==> config.mk <==
export PLATFORM = sky130hd
export DESIGN_NAME = muldiv_ctrl
export DESIGN_NICKNAME = d
export VERILOG_FILES = /design/src/rtl/muldiv_ctrl.sv
export SDC_FILE = /design/constraint.sdc
export NUM_CORES = 1
export LEC_CHECK = 0
export CORE_AREA = 2 2 182 184
export CTS_CLUSTER_SIZE = 28
export DETAILED_ROUTE_END_ITERATION = 16
export DIE_AREA = 0 0 184 186
export DONT_BUFFER_PORTS = 1
export PLACE_DENSITY_LB_ADDON = 0.15
export SYNTH_ARGS = -nofsm -noshare
export SYNTH_HDL_FRONTEND = slang
export SYNTH_SLANG_ARGS = --single-unit
==> constraint.sdc <==
create_clock -name clk -period 7.5 [get_ports clk]
set_clock_uncertainty 0.05 [all_clocks]
set_input_delay 1.875 -clock clk [delete_from_list [all_inputs] [get_ports clk]]
set_output_delay 1.875 -clock clk [all_outputs]
set_load 0.01 [all_outputs]
==> src/rtl/muldiv_ctrl.sv <==
// Multi-cycle HI/LO multiply/divide sequencer: 32-step shift-add multiply or
// restoring divide on magnitudes, followed by a one-cycle sign fix-up.
module muldiv_ctrl #(
  parameter int WIDTH = 32,
  parameter int CNT_W = 5
) (
  input  logic             clk,
  input  logic             reset,
  input  logic             start,
  input  logic [1:0]       op,
  input  logic [WIDTH-1:0] dataA,
  input  logic [WIDTH-1:0] dataB,
  output logic             busy,
  output logic             done,
  output logic             div_zero,
  output logic [WIDTH-1:0] hi,
  output logic [WIDTH-1:0] lo
);

  typedef enum logic [1:0] {IDLE, RUN, FIX} state_t;

  state_t               r_state, w_state_next;
  logic [CNT_W-1:0]     r_cnt, w_cnt_next;
  logic [2*WIDTH-1:0]   r_p, w_p_next;
  logic [WIDTH-1:0]     r_opnd, w_opnd_next;
  logic                 r_is_div, w_is_div_next;
  logic                 r_neg_q, w_neg_q_next;
  logic                 r_neg_r, w_neg_r_next;
  logic                 r_done, w_done_next;
  logic                 r_div_zero, w_div_zero_next;
  logic [WIDTH-1:0]     r_hi, w_hi_next;
  logic [WIDTH-1:0]     r_lo, w_lo_next;

  logic                 w_signed, w_sign_a, w_sign_b, w_b_zero;
  logic [WIDTH-1:0]     w_abs_a, w_abs_b;
  logic [WIDTH:0]       w_mul_sum;
  logic [WIDTH:0]       w_rem_sh;
  logic [WIDTH:0]       w_diff;
  logic                 w_diff_ok;
  logic [2*WIDTH-1:0]   w_prod_neg;
  logic [WIDTH-1:0]     w_q_neg, w_r_neg;

  assign w_signed = ~op[0];
  assign w_sign_a = w_signed & dataA[WIDTH-1];
  assign w_sign_b = w_signed & dataB[WIDTH-1];
  assign w_b_zero = (dataB == {WIDTH{1'b0}});
  assign w_abs_a  = w_sign_a ? -dataA : dataA;
  assign w_abs_b  = w_sign_b ? -dataB : dataB;

  // Multiply step: conditional add of |A| into the upper half, keeping the carry.
  assign w_mul_sum = {1'b0, r_p[2*WIDTH-1:WIDTH]} +
                     (r_p[0] ? {1'b0, r_opnd} : {(WIDTH+1){1'b0}});

  // Divide step: the shifted remainder can reach 33 bits; if its top bit is set
  // it certainly exceeds the divisor, otherwise the borrow bit decides.
  assign w_rem_sh  = r_p[2*WIDTH-1:WIDTH-1];
  assign w_diff    = w_rem_sh - {1'b0, r_opnd};
  assign w_diff_ok = w_rem_sh[WIDTH] | ~w_diff[WIDTH];

  assign w_prod_neg = -r_p;
  assign w_q_neg    = -r_p[WIDTH-1:0];
  assign w_r_neg    = -r_p[2*WIDTH-1:WIDTH];

  always_comb begin
    w_state_next    = r_state;
    w_cnt_next      = r_cnt;
    w_p_next        = r_p;
    w_opnd_next     = r_opnd;
    w_is_div_next   = r_is_div;
    w_neg_q_next    = r_neg_q;
    w_neg_r_next    = r_neg_r;
    w_done_next     = 1'b0;
    w_div_zero_next = r_div_zero;
    w_hi_next       = r_hi;
    w_lo_next       = r_lo;
    case (r_state)
      IDLE: begin
        if (start) begin
          w_div_zero_next = 1'b0;
          w_cnt_next      = {CNT_W{1'b0}};
          w_is_div_next   = op[1];
          w_neg_q_next    = w_sign_a ^ w_sign_b;
          w_neg_r_next    = w_sign_a;
          w_state_next    = RUN;
          if (op[1]) begin
            w_opnd_next = w_abs_b;
            w_p_next    = {{WIDTH{1'b0}}, w_abs_a};
            // Divide by zero: preload {R,Q} with the final result and let the
            // normal divide fix-up path pass it through unsigned.
            if (w_b_zero) begin
              w_p_next        = {dataA, {WIDTH{1'b1}}};
              w_neg_q_next    = 1'b0;
              w_neg_r_next    = 1'b0;
              w_div_zero_next = 1'b1;
              w_state_next    = FIX;
            end
          end else begin
            w_opnd_next = w_abs_a;
            w_p_next    = {{WIDTH{1'b0}}, w_abs_b};
          end
        end
      end
      RUN: begin
        w_cnt_next = r_cnt + CNT_W'(1);
        if (r_is_div) begin
          if (w_diff_ok)
            w_p_next = {w_diff[WIDTH-1:0], r_p[WIDTH-2:0], 1'b1};
          else
            w_p_next = {w_rem_sh[WIDTH-1:0], r_p[WIDTH-2:0], 1'b0};
        end else begin
          w_p_next = {w_mul_sum, r_p[WIDTH-1:1]};
        end
        if (r_cnt == CNT_W'(WIDTH-1))
          w_state_next = FIX;
      end
      FIX: begin
        w_done_next  = 1'b1;
        w_state_next = IDLE;
        if (r_is_div) begin
          w_lo_next = r_neg_q ? w_q_neg : r_p[WIDTH-1:0];
          w_hi_next = r_neg_r ? w_r_neg : r_p[2*WIDTH-1:WIDTH];
        end else begin
          {w_hi_next, w_lo_next} = r_neg_q ? w_prod_neg : r_p;
        end
      end
      default: w_state_next = IDLE;
    endcase
  end

  always_ff @(posedge clk or posedge reset) begin
    if (reset) begin
      r_state    <= IDLE;
      r_cnt      <= {CNT_W{1'b0}};
      r_p        <= {(2*WIDTH){1'b0}};
      r_opnd     <= {WIDTH{1'b0}};
      r_is_div   <= 1'b0;
      r_neg_q    <= 1'b0;
      r_neg_r    <= 1'b0;
      r_done     <= 1'b0;
      r_div_zero <= 1'b0;
      r_hi       <= {WIDTH{1'b0}};
      r_lo       <= {WIDTH{1'b0}};
    end else begin
      r_state    <= w_state_next;
      r_cnt      <= w_cnt_next;
      r_p        <= w_p_next;
      r_opnd     <= w_opnd_next;
      r_is_div   <= w_is_div_next;
      r_neg_q    <= w_neg_q_next;
      r_neg_r    <= w_neg_r_next;
      r_done     <= w_done_next;
      r_div_zero <= w_div_zero_next;
      r_hi       <= w_hi_next;
      r_lo       <= w_lo_next;
    end
  end

  assign busy     = (r_state != IDLE);
  assign done     = r_done;
  assign div_zero = r_div_zero;
  assign hi       = r_hi;
  assign lo       = r_lo;

endmodule

==> flow_metrics.tcl <==
set metrics [dict create \
    timing.hold.worst.class "flip-flop to flip-flop" \
    drive_gt1_frac 0.06221 \
    max-clock-path-buffers 2 \
    post_cts.repair.setup_buffers 0 \
    worstSetupStartpointType "input pin" \
    final-setup-viol-count 0 \
    areaGrowthSynthToFinish_pct 5.666 \
    worstPathArrival_ns 5.60 \
    wl_microns 49230 \
    total_leakage_power_nw 6.421 \
    cts_made_buffers 17 \
    numPortBuffers 0 \
    std_cell_rows 66 \
    tritoncts "yes" \
    async_reset_ff_frac 1.000 \
    achievable-frequency_ghz 0.1900 \
    core-area_sq_um 32210 \
    synth_top_cell_area_share 0.2994 \
    global_route_wire_length_before_repair_microns 75290 \
    p_total_mw 7.861 \
    detailed_place_hpwl_microns 37270 \
    endpoint_kind "flip-flop" \
    pins_over_their_slew_limit 0 \
    synth_seq_area_share 0.2994 \
    swShare 0.5086 \
    vdd.ir_drop.worst_mv 0.4510 \
    die-area_sq_um 34220 \
    rd_place_congestion 0.9446 \
    cts-resized-gates 0 \
    final_area_sq_um 15190 \
    critical_path_required_ns 7.83 \
    max_slew.worst_pin.slew_ns 1.177 \
    crit_start "dataB[5]" \
    synth_top_area_cell "dfrtp_1" \
    power.share.sequential 0.239 \
    holdBufCountCts 0 \
    finalCritPeriodShare 0.7018 \
    antenna_found_initial 1 \
    count_of_mapped_cells_out_of_synthesis 1806 \
    netlist-cell-type-count 85 \
    final_worst_slack_ns 2.237 \
    clkLatencyLatePin_ns 0.47 \
    power.combinational.fraction 0.650 \
    initial_util 0.4464 \
    preCtsSetupSlack_ns 1.841 \
    post_synthesis_net_count 1947 \
    status "complete, no violations" \
    antenna_cells_inserted 0 \
    timing.setup.tns_ns 0 \
    clk_pin_slew_worst_paths_ns 0.07 \
    period_needed_ns 5.263 \
    grt_pass1_vias 12660 \
    synth_ff_type "dfrtp_1" \
    chipHeight_microns 186 \
    final_report_hold_violation_count 0 \
    grt_overflow 0 \
    hp-start "r_opnd[4]" \
    cpMaxStageDelayCell "and3_1" \
    placed_cell_area_sq_um 14640 \
    synth_top_cells_by_area "dfrtp_1 30%, o21ai_0 6.3%, ha_1 6.1%" \
    drt_drc_violations_left 0 \
    tritoncts_num_sinks 172 \
    syn-cell-area_sq_um 14380 \
    grt_start_max_net_pins 104 \
    critPathMaxStageDelay_ns 1.05 \
    antenna_left 0 \
    die-width_microns 184 \
    syn-mean-instance-area_sq_um 7.960 \
    synth_enable_flop_cells 0 \
    power.density_nw_per_um2 517.5 \
    max_cap_viol_count 0 \
    internal_power_mw 3.863 \
    num-nets-final 1881 \
    pin_count 136 \
    clockPowerShare 0.111 \
    crit_type "input pin to flip-flop" \
    htree_num_levels 4 \
    first_pass_iters 6 \
    wire_per_inst_microns 22.79 \
    ff_latch_count_synth 172 \
    vias 13520 \
    crit_path_max_fanout 22 \
    cell_occurring_most_often_along_the_worst_timing_path "a31oi_1" \
    clockRootBuffer "clkbuf_16" \
    via_per_inst 6.257 \
    unrepaired_setup_endpoints_after_global_routing "false" \
    max_slew_margin 0.2154 \
    crit-reg2reg-launch "r_p[32]" \
    cells_along_the_critical_path "nor4_1 > nand2_1 > nor3_1 > nor4b_4 > and3_1 > a21oi_1 > o31ai_1 > a31oi_1 > a31oi_1" \
    yosys_warnings 0 \
    detail_route.iter0.violations 1229 \
    power.net_switching_mw 3.998 \
    grt_usage 0.2899 \
]
[power by group through the flow]
stage | registers (mW) | logic (mW) | clock network (mW)
floorplan | 1.57 | 4.04 | 0
global placement | 1.86 | 4.98 | 0
finish | 1.88 | 5.11 | 0.870
CTS | 1.85 | 5.06 | 0.883
global route | 1.92 | 5.69 | 0.919
detailed placement | 1.87 | 5.03 | 0
[cells in the final DEF (no fill, tap or decap), types with 14 or more instances in the layout]
cell type / netlist / layout
mux2i_1: 20 / 20
nand2b_1: 16 / 15
a211oi_1: 19 / 19
and3_1: 16 / 16
xnor2_1: 76 / 76
o31ai_1: 30 / 30
clkbuf_16: 0 / 17
o211ai_1: 26 / 26
or3_1: 20 / 20
ha_1: 70 / 70
xor2_1: 90 / 90
a21o_1: 31 / 31
mux2_2: 23 / 23
inv_1: 63 / 62
nor2_1: 168 / 166
nand2_1: 217 / 217
a31oi_1: 30 / 30
and2_1: 14 / 14
nand3_1: 30 / 30
o22ai_1: 31 / 31
o21ai_0: 180 / 179
buf_4: 2 / 19
nor3_1: 31 / 31
a21oi_1: 125 / 125
nor4_1: 17 / 17
dfrtp_1: 172 / 171
[through the flow]
stage               hold WS, ns    util  std cells
detailed placement       0.4252  0.4546       2129
floorplan                0.3998       -       1806
global placement         0.4153  0.4546       2129
CTS                      0.4400  0.4717       2160
finish                   0.4402  0.4717       2160
global route             0.4724  0.4717       2160
[cell families after synthesis]
kind of cell / share of synthesized area
compound gates: 0.2594
xor+xnor: 0.1011
fa+ha+maj: 0.06371
buf+inv: 0.04604
flops: 0.2994
mux: 0.03351
simple gates: 0.1968
[Yosys cell counts (10+ instances only)]
master    count
o211ai_1     26
xor2_1       90
o21ai_1      10
ha_1         70
or4_1        10
a21o_1       31
mux2_2       23
nand2_1     217
nand3_1      30
nand4_1      11
nand2b_1     16
and3_1       16
mux2i_1      20
nor4_1       17
nor3_1       31
o41ai_1      12
a22oi_1      12
a211oi_1     19
dfrtp_1     172
xnor2_1      76
o22ai_1      31
or3_1        20
a21oi_1     125
inv_1        63
o21ai_0     180
nor2_1      168
and2_1       14
a31oi_1      30
o31ai_1      30
nor2b_1      12
o21a_1       12
clkbuf_1     87
[worst max-delay path, delay by kind of cell]
kind             cells  cell delay (ns)
AO/OA/AOI/OAI        4             0.56
AND/OR/NAND/NOR      5             3.14
[layer usage]
layer	vias up	track usage	wire, microns
li1	6390	-	-
met1	6505	0.3887	21350
met2	548	0.4610	22360
met3	73	0.06750	4318
met4	0	0.09472	1196
met5	-	0	0
[area by class of cell]
type,instances,area (sq um)
repair buffers,19,142.6
well taps,408,510.5
fillers,3182,17020
clock buffers,23,488.0
inverters,64,245.2
flip-flops and latches,172,4305
clock inverters,8,62.56
multi-input cells,1466,9437
[sequential cells by signal, indices dropped and copies added (netlist names)]
signal	flops
div_zero	1
done	1
hi	32
lo	32
r_cnt	5
r_is_div	1
r_neg_q	1
r_neg_r	1
r_opnd	32
r_p	64
r_state	2
[worst paths after layout]
path	endpoint	slack, ns	cells past startpoint
setup reg to reg	r_p[40]	2.62	12
hold reg to reg	r_opnd[4]	0.44	2
min in group asynchronous	lo[7]	1.26	1
max in group asynchronous	r_is_div	4.90	2
hold / removal	r_opnd[4]	0.44	2
setup / recovery	r_p[59]	2.24	9
Note: power is estimated with default switching activity, not from simulation.
